===== config.mk =====
export PLATFORM = sky130hd
export DESIGN_NAME = execute_stage
export DESIGN_NICKNAME = d
export VERILOG_FILES = /design/src/rtl/execute_stage.sv
export SDC_FILE = /design/constraint.sdc
export NUM_CORES = 1
export LEC_CHECK = 0
export CORE_MARGIN = 2
export CORE_UTILIZATION = 45
export CTS_BUF_LIST = sky130_fd_sc_hd__clkbuf_4
export DETAILED_ROUTE_END_ITERATION = 8
export PLACE_DENSITY = 0.82
export SLEW_MARGIN = 20
export SYNTH_ARGS = -nofsm -noshare
export SYNTH_HDL_FRONTEND = slang
export SYNTH_SLANG_ARGS = --single-unit

===== constraint.sdc =====
create_clock -name clk_i -period 4.18 [get_ports clk_i]
set_clock_uncertainty 0.15 [all_clocks]
set_input_delay 0.836 -clock clk_i [delete_from_list [all_inputs] [get_ports clk_i]]
set_output_delay 0.836 -clock clk_i [all_outputs]
set_load 0.03 [all_outputs]

===== src/rtl/execute_stage.sv =====
// Execute stage of a classic five-stage pipeline: the ID/EX and EX/MEM
// register banks, operand forwarding muxes, ALU, destination select and
// load-use hazard detection.
module execute_stage (
   input  logic        clk_i,
   input  logic        rst_i,
   input  logic [31:0] id_rs_data,
   input  logic [31:0] id_rt_data,
   input  logic [31:0] id_imm,
   input  logic [4:0]  id_rs,
   input  logic [4:0]  id_rt,
   input  logic [4:0]  id_rd,
   input  logic [2:0]  id_alu_op,
   input  logic        id_alu_src,
   input  logic        id_reg_dst,
   input  logic        id_reg_write,
   input  logic        id_mem_read,
   input  logic        id_mem_write,
   input  logic        id_mem_to_reg,
   input  logic        flush_i,
   input  logic [1:0]  ForwardA,
   input  logic [1:0]  ForwardB,
   input  logic [31:0] wb_data,
   output logic [4:0]  ID_EX_RegisterRs,
   output logic [4:0]  ID_EX_RegisterRt,
   output logic        stall_o,
   output logic        EX_MEM_RegWrite,
   output logic [4:0]  EX_MEM_RegisterRd,
   output logic [31:0] ex_mem_alu_result,
   output logic [31:0] ex_mem_store_data,
   output logic        ex_mem_mem_read,
   output logic        ex_mem_mem_write,
   output logic        ex_mem_mem_to_reg
);

   // ID/EX bank
   logic [31:0] idex_rs_data;
   logic [31:0] idex_rt_data;
   logic [31:0] idex_imm;
   logic [4:0]  idex_rs;
   logic [4:0]  idex_rt;
   logic [4:0]  idex_rd;
   logic [2:0]  idex_alu_op;
   logic        idex_alu_src;
   logic        idex_reg_dst;
   logic        idex_reg_write;
   logic        idex_mem_read;
   logic        idex_mem_write;
   logic        idex_mem_to_reg;

   // EX-stage combinational results
   logic        bubble;
   logic [31:0] operand_a;
   logic [31:0] forward_b;
   logic [31:0] operand_b;
   logic [31:0] alu_result;
   logic [4:0]  dest_reg;

   // Load-use hazard: the load in EX writes a register the instruction in ID reads
   always_comb begin
      stall_o = idex_mem_read && (idex_rt != 5'd0) &&
                ((idex_rt == id_rs) || (idex_rt == id_rt));
      bubble  = stall_o || flush_i;
   end

   // Forwarding muxes; code 11 falls back to the register-file operand
   always_comb begin
      operand_a = idex_rs_data;
      forward_b = idex_rt_data;
      case (ForwardA)
         2'b10:   operand_a = ex_mem_alu_result;
         2'b01:   operand_a = wb_data;
         default: operand_a = idex_rs_data;
      endcase
      case (ForwardB)
         2'b10:   forward_b = ex_mem_alu_result;
         2'b01:   forward_b = wb_data;
         default: forward_b = idex_rt_data;
      endcase
      operand_b = idex_alu_src ? idex_imm : forward_b;
   end

   // ALU; unused opcodes produce zero rather than a stale value
   always_comb begin
      alu_result = 32'd0;
      case (idex_alu_op)
         3'b000:  alu_result = operand_a & operand_b;
         3'b001:  alu_result = operand_a | operand_b;
         3'b010:  alu_result = operand_a + operand_b;
         3'b110:  alu_result = operand_a - operand_b;
         3'b111:  alu_result = ($signed(operand_a) < $signed(operand_b)) ? 32'd1 : 32'd0;
         default: alu_result = 32'd0;
      endcase
      dest_reg = idex_reg_dst ? idex_rd : idex_rt;
   end

   // ID/EX register: captures the decoded instruction or a bubble on stall/flush
   always_ff @(posedge clk_i or negedge rst_i) begin
      if (!rst_i) begin
         idex_rs_data    <= 32'd0;
         idex_rt_data    <= 32'd0;
         idex_imm        <= 32'd0;
         idex_rs         <= 5'd0;
         idex_rt         <= 5'd0;
         idex_rd         <= 5'd0;
         idex_alu_op     <= 3'd0;
         idex_alu_src    <= 1'b0;
         idex_reg_dst    <= 1'b0;
         idex_reg_write  <= 1'b0;
         idex_mem_read   <= 1'b0;
         idex_mem_write  <= 1'b0;
         idex_mem_to_reg <= 1'b0;
      end else if (bubble) begin
         idex_rs_data    <= 32'd0;
         idex_rt_data    <= 32'd0;
         idex_imm        <= 32'd0;
         idex_rs         <= 5'd0;
         idex_rt         <= 5'd0;
         idex_rd         <= 5'd0;
         idex_alu_op     <= 3'd0;
         idex_alu_src    <= 1'b0;
         idex_reg_dst    <= 1'b0;
         idex_reg_write  <= 1'b0;
         idex_mem_read   <= 1'b0;
         idex_mem_write  <= 1'b0;
         idex_mem_to_reg <= 1'b0;
      end else begin
         idex_rs_data    <= id_rs_data;
         idex_rt_data    <= id_rt_data;
         idex_imm        <= id_imm;
         idex_rs         <= id_rs;
         idex_rt         <= id_rt;
         idex_rd         <= id_rd;
         idex_alu_op     <= id_alu_op;
         idex_alu_src    <= id_alu_src;
         idex_reg_dst    <= id_reg_dst;
         idex_reg_write  <= id_reg_write;
         idex_mem_read   <= id_mem_read;
         idex_mem_write  <= id_mem_write;
         idex_mem_to_reg <= id_mem_to_reg;
      end
   end

   // EX/MEM register: always advances, even while ID/EX is being bubbled
   always_ff @(posedge clk_i or negedge rst_i) begin
      if (!rst_i) begin
         ex_mem_alu_result <= 32'd0;
         ex_mem_store_data <= 32'd0;
         EX_MEM_RegisterRd <= 5'd0;
         EX_MEM_RegWrite   <= 1'b0;
         ex_mem_mem_read   <= 1'b0;
         ex_mem_mem_write  <= 1'b0;
         ex_mem_mem_to_reg <= 1'b0;
      end else begin
         ex_mem_alu_result <= alu_result;
         ex_mem_store_data <= forward_b;
         EX_MEM_RegisterRd <= dest_reg;
         EX_MEM_RegWrite   <= idex_reg_write;
         ex_mem_mem_read   <= idex_mem_read;
         ex_mem_mem_write  <= idex_mem_write;
         ex_mem_mem_to_reg <= idex_mem_to_reg;
      end
   end

   assign ID_EX_RegisterRs = idex_rs;
   assign ID_EX_RegisterRt = idex_rt;

endmodule


# Word-level counts from Yosys, hierarchy flattened
# Cells that the tools add are included.
[op_classes] add_sub_neg=2 magnitude_cmp=1 eq_ne=10 mux=19 bitwise=2 reduce_logical=6
[op_table] op="$pmux W32 S5" n=1
[op_table] op="$mux W32" n=4
[op_table] op="$pmux W32 S2" n=2
[op_table] op="$add A32 B32 Y32" n=1
[op_table] op="$and A32 B32 Y32" n=1
[op_table] op="$lt A32 B32 Y1" n=1
[op_table] op="$or A32 B32 Y32" n=1
[op_table] op="$sub A32 B32 Y32" n=1
[op_table] op="$mux W5" n=4
[op_table] op="$eq A5 B5 Y1" n=2
[op_table] op="$mux W1" n=7
[op_table] op="$eq A3 B3 Y1 const B" n=2
[op_table] op="$reduce_bool A5 Y1" n=1
[op_table] op="$eq A2 B1 Y1 const B" n=2
[op_table] op="$eq A2 B2 Y1 const B" n=2
[op_table] op="$eq A3 B1 Y1 const B" n=1
[op_table] op="$eq A3 B2 Y1 const B" n=1
[op_table] op="$logic_not A3 Y1" n=1
[op_table] op="$mux W3" n=1
[op_table] op="$logic_and A1 B1 Y1" n=2
[op_table] op="$logic_or A1 B1 Y1" n=2
[totals] reg_bits=193 inputBits=159 out_inout_bits=84 wordCells=60

# Depth between registers and ports, before layout
[depth] ltp_word=6 ltp_mapped=19 ltp_nobuf=18

# Least setup slack after synthesis
# OpenSTA, ideal clock, no wires.
[synth_timing] path_kind="input-to-reg" start="in ForwardB[0]" end="reg ex_mem_alu_result[30]" setup_ns=0.138 arrival_ns=4.305 required_ns=3.892 setup_slack_ns=-0.413 cell_stages=18 n_path_buf=2 cell_sequence="inv_1 ha_1 clkbuf_1 buf_1 a21oi_1 o21ai_0 ha_1 inv_1 fa_1 nand2b_1 a21o_1 a211oi_2 o31ai_2 a211oi_2 o211ai_1 a221oi_2 xnor2_1 o22ai_1"
[synth_via] elab_chain_cells=5 word_cells_on_any_way=9 classes_between="2 x add/sub; 2 x eq/ne; 3 x mux; 2 x bitwise"
[synth_lines] item="start, declared" line_no="22" text="input logic [1:0] ForwardB,"
[synth_lines] item="$eq A2 B1 Y1 or $eq A2 B2 Y1 (tied branches)" line_no="75" text="case (ForwardB)"
[synth_lines] item="$pmux W32 S2 *" line_no="75"
[synth_lines] item="$mux W32 *" line_no="80" text="operand_b = idex_alu_src ? idex_imm : forward_b;"
[synth_lines] item="$sub A32 B32 Y32 (tied with other cells)" line_no="90" text="3'b110: alu_result = operand_a - operand_b;"
[synth_lines] item="$pmux W32 S5 *" line_no="86" text="case (idex_alu_op)"
[synth_lines] item="net alu_result[30]" line_no="56" text="logic [31:0] alu_result;"
[synth_lines] item="end signal, assigned" line_no="155" text="ex_mem_alu_result <= alu_result;"
[synth_lines] item="end, declared" line_no="29" text="output logic [31:0] ex_mem_alu_result,"
# The timed path passes the listed nets; every way through them passes the cells marked *.

# Worst setup path after layout
[layout_timing] start="in ForwardA[0]" end="reg ex_mem_alu_result[30]"
[layout_via] elab_chain_cells=4 word_cells_on_any_way=8 classes_between="2 x add/sub; 2 x eq/ne; 2 x mux; 2 x bitwise"
[layout_lines] item="start, declared" line_no="21" text="input logic [1:0] ForwardA,"
[layout_lines] item="$eq A2 B1 Y1 or $eq A2 B2 Y1 (tied branches)" line_no="70" text="case (ForwardA)"
[layout_lines] item="$pmux W32 S2 *" line_no="70"
[layout_lines] item="$sub A32 B32 Y32 (tied with other cells)" line_no="90"
[layout_lines] item="$pmux W32 S5 *" line_no="86"
[layout_lines] item="net alu_result[30]" line_no="56"
# Marked as above.

==> impl_metrics.toml <==
[floorplan]
fp.dieW_um = 169.2
start_util_pct = 45.68
die_area_um2 = 28620
core_area_um2 = 26880
top_level_ports = 243
die_height_um = 169.2
num_rows = 60

[synthesis]
synth.distinct_cells = 77
ys_top_cells_by_area = "dfrtp_1 (39%), ha_1 (10%), and2_1 (6.2%)"
syn_nets = 1655
synth-edff-count = 0
syn_area_um2 = 12280
synth-warning-count = 0
syn_inst = 1392
yosysSeqAreaShare_pct = 39.34
avgSynthCellArea_um2 = 8.820
synth_flop_cell = "dfrtp_1"
ys_ff_latch = 193
synth_top_cell_area_share_pct = 39.34
synth-async-reset-ratio_pct = 100.0
synth_area_leader_cell = "dfrtp_1"

[power_and_ir_drop]
powerDensity_nw_per_um2 = 317.6
power_mw = 5.658
cellLeakagePower_nw = 8.320
max-vdd-ir-drop_uv = 204.9

[worst_setup_path]
cp-endpoint = "ex_mem_alu_result[30]"
critical_path_required_ps = 4530
cpPeakStageDelay_ps = 500
reg2reg_setup_slack_ps = 440
cp_cell_sequence = "clkdlybuf4s50_1, inv_1, ha_4, o21a_1, buf_4, ha_2, fa_2, o2111a_2, nor4b_4, o211ai_1, a211o_1, a21oi_1, a221oi_2, xnor2_1, o22ai_1"
start_kind = "primary input"
cp.depth = 15
r2r_start = "ex_mem_alu_result[0]"
worstSetupPathType = "primary input to flip-flop"
timing.critical_path.max_delay_family = "compound AO/OA/AOI/OAI gates"
crit_path_top_delay_cell = "clkdlybuf4s50_1"
critPathBufInv = 3
rr_worst_depth = 17
end_kind = "flip-flop"
critPathArrivalTime_ps = 4430
worst-path-max-fanout = 5
critPathLaunch = "ForwardA[0]"
timing.rr.end = "ex_mem_alu_result[30]"

[global_route]
first_global_vias = 12030
overflow = 0
grt.total_usage_pct = 27.36
grt_max_degree = 88
antenna_found_initial = 1
grt_pass1_wl_mm = 62.14

[timing]
rsz0062_at_grt = "true"
clock.fmax_mhz = 245.0
finalCriticalPeriod_ps = 4081
hold_violations = 0
slew_viol_final = 0
tightestPinTransition_ps = 1039
setup_violations = 0
slew_headroom_pct = 30.66
whs_ps = 73.48
fin_crit_sh_pct = 97.63

[clock_tree]
clock_sinks = 193
clock_latency_ps = 620
holdBufCountCts = 0
path_clk_slew_ps = 190
h-tree-depth = 4
clock_path_buffers = 2
numCtsBuffers = 17
cts-root-buf = "clkbuf_4"
tritoncts = "yes"

[min_path]
hold_path.class = "primary input to asynchronous set/reset pin"

[route]
drc = 0
viasPerCell = 5.401
vias = 11970
antenna_left = 0
dr.pass1.iters = 6
drt_wl_total_mm = 39.53
wl_per_cell_um = 17.84
drt_iter0_markers = 803

[place]
hpwlAfterDp_mm = 30.15
finalWeightedCongestion = 0.9518
numPortBuffers = 242

[run]
cap_violations = 0

[layout]
area_growth_pct = 45.07
num-fill-cells = 2157
seqCellArea_um2 = 4831
nNetsFinal = 2124
multi_input_area_um2 = 6969
drive_above_1_share_pct = 23.27

[run_status]
status = "finished clean"
[how the worst min path moves through the flow]
| stage | from | end | slack (ps) |
|---|---|---|---|
| finish | rst_i | idex_imm[16] | 70 |
| floorplan | idex_reg_write | EX_MEM_RegWrite | 180 |
| global placement | idex_mem_write | ex_mem_mem_write | 180 |
| detailed placement | idex_mem_to_reg | ex_mem_mem_to_reg | 190 |
| global route | rst_i | idex_rt_data[13] | 100 |
| CTS | rst_i | idex_imm[16] | 90 |
[routing by layer]
layer  wire, um  GRT usage, %
met1      17210         36.02
met2      19040         46.73
met3       2597         5.154
met4        683         6.652
met5          0             0
[placed cells by master, fill, tap and decap left out, drive strengths merged, types with 25 or more instances in the layout]
| cell | synthesis | final |
|---|---|---|
| o21a | 33 | 33 |
| a22oi | 73 | 73 |
| xnor2 | 26 | 26 |
| a21oi | 96 | 96 |
| ha | 102 | 102 |
| buf | 23 | 291 |
| nor2 | 76 | 76 |
| nand2 | 108 | 108 |
| o21ai | 100 | 100 |
| inv | 141 | 149 |
| clkdlybuf4s50 | 0 | 239 |
| o22ai | 25 | 25 |
| nand3 | 27 | 27 |
| dfrtp | 193 | 193 |
| and2 | 122 | 122 |
[area by class of cell]
| class | instances | area share (%) |
|---|---|---|
| multi-input combinational | 975 | 39.13 |
| sequential | 193 | 27.12 |
| timing repair buffer | 533 | 26.64 |
| inverter | 141 | 2.971 |
| tap | 341 | 2.395 |
| clock inverter | 15 | 1.019 |
| clock buffer | 17 | 0.7165 |
| antenna | 1 | 0.01405 |
[stage by stage]
stage	util [%]	TNS, ps	cells	area, um^2	setup WS (ps)
after global routing	66.28	-169.5	2216	17810	-50.73
final	66.28	0	2216	17810	98.95
after floorplan	-	-12.75	1392	12340	-12.75
after CTS	64.94	0	2210	17450	21.44
after global placement	63.53	-18370	2176	17070	-835.1
after detailed placement	63.53	-20600	2176	17070	-942.8
[repair_timing]
action                                  4_1_cts  5_1_grt
endpoints found under the setup margin       22       23
buffers inserted                              2        5
hold endpoints to repair                      0        0
pin swaps                                     8       30
gates resized for setup                      19       86
[report_power, final]
part           internal (mW)  switching [mW]  leakage, nW
logic                   1.20            1.24         5.65
clock network          0.290           0.827        0.162
registers               2.01          0.0986         2.51
[kinds of logic (layout without fill, tap and decap cells)]
group / count (synthesis) / count (layout) / share of synthesized area [%]
AOI/OAI and AO/OA: 423 / 423 / 22.50
buffers and inverters: 224 / 706 / 7.235
muxes: 16 / 16 / 1.376
other: 0 / 1 / 0
xor gates and xnor gates: 35 / 35 / 2.497
and+or+nand+nor: 397 / 397 / 16.34
DFF: 193 / 193 / 39.34
adders and majority gates: 104 / 104 / 10.72
[synth_stat cells, types with 11 or more instances]
| master | count |
|---|---|
| nand2_1 | 108 |
| ha_1 | 102 |
| and2_1 | 121 |
| o21a_1 | 33 |
| dfrtp_1 | 193 |
| o21ai_0 | 98 |
| xnor2_1 | 26 |
| nor2_1 | 75 |
| o22ai_1 | 25 |
| o211ai_1 | 15 |
| buf_1 | 11 |
| clkbuf_1 | 57 |
| nand3_1 | 27 |
| inv_1 | 141 |
| nand2b_1 | 11 |
| nor3_1 | 17 |
| a22oi_1 | 73 |
| a21oi_1 | 96 |
Note: power is estimated with default switching activity, not from simulation.
==> edit (same settings) <==
Make the reset (`rst_i`) synchronous in 2 clocked blocks.
--- a/src/rtl/execute_stage.sv
+++ b/src/rtl/execute_stage.sv
@@ -95,7 +95,7 @@
    end
 
    // ID/EX register: captures the decoded instruction or a bubble on stall/flush
-   always_ff @(posedge clk_i or negedge rst_i) begin
+   always_ff @(posedge clk_i) begin
       if (!rst_i) begin
          idex_rs_data    <= 32'd0;
          idex_rt_data    <= 32'd0;
@@ -142,7 +142,7 @@
    end
 
    // EX/MEM register: always advances, even while ID/EX is being bubbled
-   always_ff @(posedge clk_i or negedge rst_i) begin
+   always_ff @(posedge clk_i) begin
       if (!rst_i) begin
          ex_mem_alu_result <= 32'd0;
          ex_mem_store_data <= 32'd0;
Function: differs if rst_i is asserted again (counterexample within 4 cycles, from zero or initial values and one cycle with rst_i low); with rst_i held inactive, the same outputs for 4 cycles.
==> edit against the unedited design <==
Power is 15% lower; setup slack got worse by 0.054 ns; final area down 5.8%; area after synthesis down 7.6%; routed wire length fell by 2.1%; sequential power shrank 7%; sequential cell count did not move; largest power group is now sequential cells.
==> edit: results (changes against the unedited design) <==
{| class="wikitable"
! Metric !! Value
|-
| Number of diodes || 0 (-1)
|-
| Gpl congestion || 0.953 (about the same)
|-
| Fraction of final layout cells sized beyond drive strength 1 || 21.1% (-2.1 points)
|-
| Via-to-Cell Ratio || 5.38 (-0.44%)
|-
| Outcome || complete, no violations
|-
| Worst endpoint data arrival time || 4.51 ns (+0.08 ns)
|-
| First-pass GRT wire length || 61200 um (-1.6%)
|-
| Static leakage || 7.01 nW (-16%)
|-
| Adder-cell share of the synthesized area || 11.6% (+0.88 points)
|-
| Largest driver fanout on the critical path || 6 (+1)
|-
| Top cells by instance count after synthesis || 193 x sky130_fd_sc_hd__dfxtp_1, 128 x sky130_fd_sc_hd__nor2_1, 125 x sky130_fd_sc_hd__and2_1
|-
| Ranking of synthesized cells by area || sky130_fd_sc_hd__dfxtp_1 34%, sky130_fd_sc_hd__ha_1 11%, sky130_fd_sc_hd__and2_1 6.9%, sky130_fd_sc_hd__a21oi_1 4.6%, sky130_fd_sc_hd__a22oi_1 4.5%
|-
| Sequential area share after synthesis || 34.1% (-5.3 points)
|-
| Number of nets in the synthesized netlist || 1669 (+0.85%)
|-
| Transition time of the tightest slew-check pin || 0.950 ns (-0.0886 ns)
|-
| Initial DRT Pass Iterations || 5 (-1)
|-
| Area fraction in compound gates after synthesis || 23.5% (+0.98 points)
|-
| Pre-CTS worst setup slack || -1.09 ns (-0.142 ns)
|-
| Class of the tightest hold or removal check || register to register
|-
| Xor/xnor cell area share of the yosys netlist || 3.09% (+0.59 points)
|-
| Total instance count after detailed placement || 2127 (-2.3%)
|-
| Mapped Cells || 1406 (+1.0%)
|-
| Maximum VDD drop || 0.000215 V (+4.8%)
|-
| Number of DRC markers in iteration 0 || 887 (+10%)
|-
| Pin count of the biggest net entering global routing || 68 (-23%)
|-
| Total half-perimeter wirelength after legalization and detailed placement || 27900 um (-7.6%)
|-
| Total track usage || 29.0% (+1.7 points)
|-
| Multiplexer fraction of the synthesized cell area || 0.971% (-0.41 points)
|-
| Crit path launch || ForwardB[0]
|-
| Number of distinct library cell variants in the gate-level netlist after synthesis || 72 (-6.5%)
|}
## edit: kinds of logic (layout without fill, tap and decap cells)
group	after synthesis	after routing
flops	193	193
fa+ha+maj	104	104
compound gates	407	407
simple gates	459	459
mux	11	11
buf+inv	192	646
xor+xnor	40	40
## edit: worst max-delay path, stage by stage
cell and delay, ns:
sky130_fd_sc_hd__buf_6 0.10, sky130_fd_sc_hd__inv_4 0.04, sky130_fd_sc_hd__ha_4 0.20, sky130_fd_sc_hd__buf_6 0.13
sky130_fd_sc_hd__a22oi_2 0.16, sky130_fd_sc_hd__nor2_2 0.08, sky130_fd_sc_hd__a21oi_2 0.15, sky130_fd_sc_hd__o21ai_2 0.08
sky130_fd_sc_hd__buf_4 0.17, sky130_fd_sc_hd__ha_4 0.16, sky130_fd_sc_hd__fa_2 0.38, sky130_fd_sc_hd__or4_4 0.54
sky130_fd_sc_hd__a31oi_4 0.22, sky130_fd_sc_hd__o31ai_4 0.10, sky130_fd_sc_hd__o32a_1 0.23, sky130_fd_sc_hd__a31o_4 0.29
sky130_fd_sc_hd__o211ai_4 0.22, sky130_fd_sc_hd__a21oi_2 0.09, sky130_fd_sc_hd__o31ai_1 0.22, sky130_fd_sc_hd__a21oi_1 0.10
## edit: worst paths after layout
kind	endpoint	slack [ns]	cells past startpoint
worst max-delay path	ex_mem_alu_result[0]	0.05	20
worst min-delay path	EX_MEM_RegWrite	0.32	1
worst max register to register	ex_mem_alu_result[0]	0.27	13
worst min register to register	EX_MEM_RegWrite	0.32	1
## edit: cell type report
class	count	area, um^2
clock buffer	17	128
clock inverter	15	229
fill	2018	8190
inverter	97	379
multi-input combinational	1021	7110
sequential	193	3860
tap	330	413
timing repair buffer	517	4650
## edit: metal layers
layer	vias to the layer above	GRT usage, %	routed length [um]
li1	5675	-	-
met1	5589	33.9	15800
met2	433	51.6	19100
met3	79	7.16	2720
met4	0	10.3	1040
met5	-	0	0
## edit: repair_timing
action | 4_1_cts | 5_1_grt
pin swaps | 22 | 41
endpoints found under the setup margin | 23 | 21
gates resized for setup | 39 | 56
cloned | 0 | 0
setup buffers | 21 | 13
## edit: metrics by stage
stage	setup TNS [ns]	power (mW)	hold slack, ns	area, um^2
floorplan	-0.0669	2.79	0.262	11500
global placement	-24.25	3.49	0.274	15800
detailed placement	-25.17	3.51	0.274	15800
CTS	0	4.77	0.315	16500
global route	-0.186	5.04	0.331	16800
finish	0	4.81	0.320	16800
## edit: power breakdown
group	internal (mW)	leakage, nW	total [mW]	switching (mW)
clock	0.327	0.184	1.19	0.860
sequential	1.92	1.58	1.96	0.0405
combinational	0.837	5.25	1.66	0.826
total	3.08	7.01	4.81	1.73
